**src/rtl/pwm_decoder.sv**
```systemverilog
// pwm_decoder: measures high time and period of a sampled asynchronous PWM waveform.
// Latency: meas_valid strobes SYNC_STAGES+2 clk (+/-1) after the pwm_in rising transition.
// Backpressure: none; each measurement is presented for one cycle and must be taken then.
//
// Ports:
//   clk, rst     single clock, asynchronous active-high reset
//   pwm_in       asynchronous PWM input
//   high_time    clk cycles from a rising edge to the following falling edge
//   period       clk cycles between two successive rising edges
//   meas_valid   one-cycle strobe when high_time/period update
//   stuck        no rising edge within 2^CNT_W-1 cycles while measuring
//   stuck_level  synchronised pwm_in level captured when stuck was set
//
// SYNC_STAGES must be 2 or 3.
module pwm_decoder #(
  parameter int CNT_W       = 16,
  parameter int SYNC_STAGES = 2
) (
  input  logic             clk,
  input  logic             rst,
  input  logic             pwm_in,
  output logic [CNT_W-1:0] high_time,
  output logic [CNT_W-1:0] period,
  output logic             meas_valid,
  output logic             stuck,
  output logic             stuck_level
);

  localparam logic [CNT_W-1:0] CNT_MAX = '1;
  localparam logic [CNT_W-1:0] CNT_ONE = {{(CNT_W-1){1'b0}}, 1'b1};

  typedef enum logic [1:0] {
    SEEK      = 2'd0,
    MEAS_HIGH = 2'd1,
    MEAS_LOW  = 2'd2
  } state_t;

  state_t state, state_nxt;

  logic [SYNC_STAGES-1:0] sync_q;
  logic                   s;
  logic                   s_d;
  logic                   rise;
  logic                   fall;
  logic [CNT_W-1:0]       cnt;
  logic [CNT_W-1:0]       hold_high;

  logic timeout;
  logic capture_high;
  logic publish;

  // Input synchroniser and edge detect
  always_ff @(posedge clk or posedge rst) begin
    if (rst) begin
      sync_q <= '0;
      s_d    <= 1'b0;
    end else begin
      sync_q <= {sync_q[SYNC_STAGES-2:0], pwm_in};
      s_d    <= s;
    end
  end

  assign s    = sync_q[SYNC_STAGES-1];
  assign rise = s & ~s_d;
  assign fall = ~s & s_d;

  // cnt holds (cycles since last rise); a rise always reloads 1 so the
  // value seen on the next rise equals the rise-to-rise distance.
  always_ff @(posedge clk or posedge rst) begin
    if (rst) begin
      cnt <= '0;
    end else if (rise) begin
      cnt <= CNT_ONE;
    end else if (state != SEEK && cnt != CNT_MAX) begin
      cnt <= cnt + CNT_ONE;
    end
  end

  // Saturation ends the measurement; it takes priority over any edge in the
  // same cycle so a saturated count is never published.
  assign timeout = (state != SEEK) && (cnt == CNT_MAX);

  // FSM: state register
  always_ff @(posedge clk or posedge rst) begin
    if (rst) begin
      state <= SEEK;
    end else begin
      state <= state_nxt;
    end
  end

  // FSM: next state
  always_comb begin
    state_nxt = state;
    case (state)
      SEEK: begin
        if (rise) state_nxt = MEAS_HIGH;
      end
      MEAS_HIGH: begin
        if (timeout)   state_nxt = SEEK;
        else if (fall) state_nxt = MEAS_LOW;
      end
      MEAS_LOW: begin
        if (timeout)   state_nxt = SEEK;
        else if (rise) state_nxt = MEAS_HIGH;
      end
      default: state_nxt = SEEK;
    endcase
  end

  // FSM: outputs (datapath controls)
  always_comb begin
    capture_high = 1'b0;
    publish      = 1'b0;
    case (state)
      MEAS_HIGH: capture_high = fall & ~timeout;
      MEAS_LOW:  publish      = rise & ~timeout;
      default: begin
        capture_high = 1'b0;
        publish      = 1'b0;
      end
    endcase
  end

  // Measurement registers
  always_ff @(posedge clk or posedge rst) begin
    if (rst) begin
      hold_high   <= '0;
      high_time   <= '0;
      period      <= '0;
      meas_valid  <= 1'b0;
      stuck       <= 1'b0;
      stuck_level <= 1'b0;
    end else begin
      meas_valid <= publish;
      if (capture_high) begin
        hold_high <= cnt;
      end
      if (publish) begin
        high_time <= hold_high;
        period    <= cnt;
      end
      // stuck is cleared only by a complete measurement, not by the first rise
      if (timeout) begin
        stuck       <= 1'b1;
        stuck_level <= s;
      end else if (publish) begin
        stuck <= 1'b0;
      end
    end
  end

endmodule
```
**config.mk**
```make
export PLATFORM = sky130hd
export DESIGN_NAME = pwm_decoder
export DESIGN_NICKNAME = d
export VERILOG_FILES = /design/src/rtl/pwm_decoder.sv
export SDC_FILE = /design/constraint.sdc
export NUM_CORES = 1
export LEC_CHECK = 0
export CORE_MARGIN = 4
export CORE_UTILIZATION = 30
export DETAILED_ROUTE_END_ITERATION = 10
export HOLD_SLACK_MARGIN = 0.1
export SETUP_SLACK_MARGIN = 0.2
export SLEW_MARGIN = 20
export SYNTH_ARGS = -nofsm -noshare
export SYNTH_HDL_FRONTEND = slang
export SYNTH_SLANG_ARGS = --single-unit
```
**constraint.sdc**
```tcl
create_clock -name clk -period 6 [get_ports clk]
set_input_delay 1.2 -clock clk [delete_from_list [all_inputs] [get_ports clk]]
set_output_delay 1.2 -clock clk [all_outputs]
set_load 0.02 [all_outputs]
```
==> out/metrics.yaml <==
cts_tree: "done"
coreArea_um2: 9910
grt_antenna_before_repair: 0
combPwrFrac: 0.177
power.internal_mw: 0.835
ys_ff_latch: 72
layout_worst_path_cycle_share: 0.490
max_freq_ghz: 0.340
yosys-top-cells-count: "72 x dfrtp_1, 46 x mux2_2, 15 x a21oi_1"
hold_path_class: "reg -> reg"
finalHoldViolCount: 0
grt_max_degree: 73
cts_max_path_buffers: 2
dr.pass1.iters: 4
worst-path-max-fanout: 22
rr_startpoint: "cnt[0]$_DFFE_PP0P_"
powerDensity_nw_per_um2: 314
critical_path_class: "reg -> reg"
slew_headroom: 0.405
dieArea_um2: 12000
cp-start-kind: "flop"
post-route-util: 0.378
r2r_end: "period[9]$_DFFE_PP0P_"
via_count: 2060
area_growth_pct: 21.3
slew_violations: 0
grt_pass1_wl_um: 10600
fin_tns_setup_ns: 0
drv_cap: 0
dpl.hpwl_um: 4100
leakage_nw: 1.66
drc: 0
synth_warnings: 0
clk_latency_ns: 0.35
place_congestion: 0.806
cp.required_ns: 6.23
synth_top_area_frac: 0.583
startpoint: "cnt[0]$_DFFE_PP0P_"
antennaDiodeCount: 0
regArea_um2: 1800
fin_worst_skew_ns: 0.0134
numPortBuffers: 37
wirelength_um: 6130
cts_resized: 0
synth_nets: 247
n_fill_cell: 982
grt_pass1_vias: 2123
clock-root-buffer: "clkbuf_8"
reg2reg_depth: 7
yosysSeqAreaShare: 0.583
swShare: 0.291
grt.total_usage: 0.114
antenna_left: 0
avgRoutedWirePerCell_um: 14.7
status: "finished, final reports clean"
grt_setup_unrepaired: "no"
crit_path_end: "period[9]$_DFFE_PP0P_"
ios: 38
synth-async-reset-ratio: 1.00
die_y_um: 109
drt_iter0_markers: 137
hp-start: "sync_q[0]$_DFF_PP0_"
critPathArrivalTime_ns: 3.17
synthDistinctLibCells: 37
finalSetupViolations: 0
initial_core_util: 0.312
p_sw_mw: 0.343
num_rows: 36
synth-edff-count: 0
clkPwrFrac: 0.324
synth.area.top_cells: "dfrtp_1 58%, mux2_2 17%, or3_1 2.6%"
syn_area_per_cell_um2: 12.7
grt_overflow: 0
path_clk_slew_ns: 0.07
multi_input_area_um2: 1160
crit_path_end_kind: "flop"
synth_cells: 243
synth_flop_cell: "dfrtp_1"
yosysMostFrequentCell: "dfrtp_1"
peakVddDrop_uv: 185
seqPwrFrac: 0.499
postCtsSetupRepairBufs: 0
final_nets: 283
hold_buffers: 0
worstMarginPinSlew_ns: 0.892
rrSetupSlack_ns: 3.06
fin_crit_ns: 2.94
die_width_um: 109
yosysTopAreaCell: "dfrtp_1"
synth_area_um2: 3090
routed_via_density: 4.94
cts_buffers: 9
cts_max_level: 3
drive_gt1_frac: 0.243
clock_sinks: 72
[final cells by class]
type                    instances  share of cell area
clock buffers                  11              0.0377
clock inverters                 5              0.0150
inverters                       5             0.00501
multi-input cells             150               0.310
flip-flops and latches         72               0.481
well taps                     133              0.0444
repair buffers                 41               0.107
[stage by stage]
step | cells | power [mW] | instance area (um2) | setup WS (ns) | hold WS, ns
after floorplan | 243 | 0.738 | 3090 | 2.98 | 0.331
after global placement | 401 | 0.805 | 3550 | 3.19 | 0.333
after detailed placement | 401 | 0.809 | 3550 | 3.06 | 0.338
after CTS | 417 | 1.20 | 3750 | 3.02 | 0.353
after global routing | 417 | 1.25 | 3750 | 2.78 | 0.367
final | 417 | 1.18 | 3750 | 3.06 | 0.352
[cells in the final DEF (no fill, tap or decap), types with 3 or more instances in the layout]
cell and n:
dfrtp_1 72, mux2_2 46, clkdlybuf4s50_1 37, a21oi_1 15, or3_1 13, o21ai_0 11, nand3_1 10, clkbuf_8 10
nand2_1 7, nand4_1 6, or4_1 6, nor2_1 5, o31ai_1 4, inv_1 4, buf_4 4, o211ai_1 3
[state kept, by name, indices dropped and copies added, names as in the netlist, 2 cells and up]
name	flops
cnt	16
high_time	16
hold_high	16
period	16
state	2
sync_q	2
[power groups by stage]
stage / combinational (mW) / clock (mW) / sequential, mW
CTS: 0.214 / 0.395 / 0.588
finish: 0.209 / 0.381 / 0.588
global route: 0.236 / 0.415 / 0.598
detailed placement: 0.212 / 0 / 0.597
floorplan: 0.146 / 0 / 0.592
global placement: 0.211 / 0 / 0.594
[metal layers]
metal  vias up  track usage  share of wire
li1        971            -              -
met1      1040        0.149           0.46
met2        45        0.173           0.46
met3         4       0.0417          0.066
met4         0       0.0445         0.0091
met5         -            0              0
[worst max-delay path, cell delays in order (launching register included)]
cell and delay [ns]:
dfrtp_1 0.47, ha_1 0.25, nand4_1 0.21, nor4_2 0.29, buf_4 0.26, or3_1 0.58, buf_4 0.38, mux2_2 0.36
[kinds of logic after synthesis]
kind of cell / count (synthesis) / synth area share
DFF: 72 / 0.583
muxes: 48 / 0.175
buffers and inverters: 21 / 0.0409
adders and majority gates: 1 / 0.00405
and+or+nand+nor: 62 / 0.120
AOI/OAI and AO/OA: 39 / 0.0766
[worst min path at each step]
stage / end / slack (ns) / cells past startpoint
after floorplan: sync_q[1]$_DFF_PP0_ / 0.33 / 0
after global placement: sync_q[1]$_DFF_PP0_ / 0.33 / 0
after detailed placement: sync_q[1]$_DFF_PP0_ / 0.34 / 0
after CTS: sync_q[1]$_DFF_PP0_ / 0.35 / 0
after global routing: sync_q[1]$_DFF_PP0_ / 0.37 / 0
final: sync_q[1]$_DFF_PP0_ / 0.35 / 0
(Power assumes the default switching activity.)
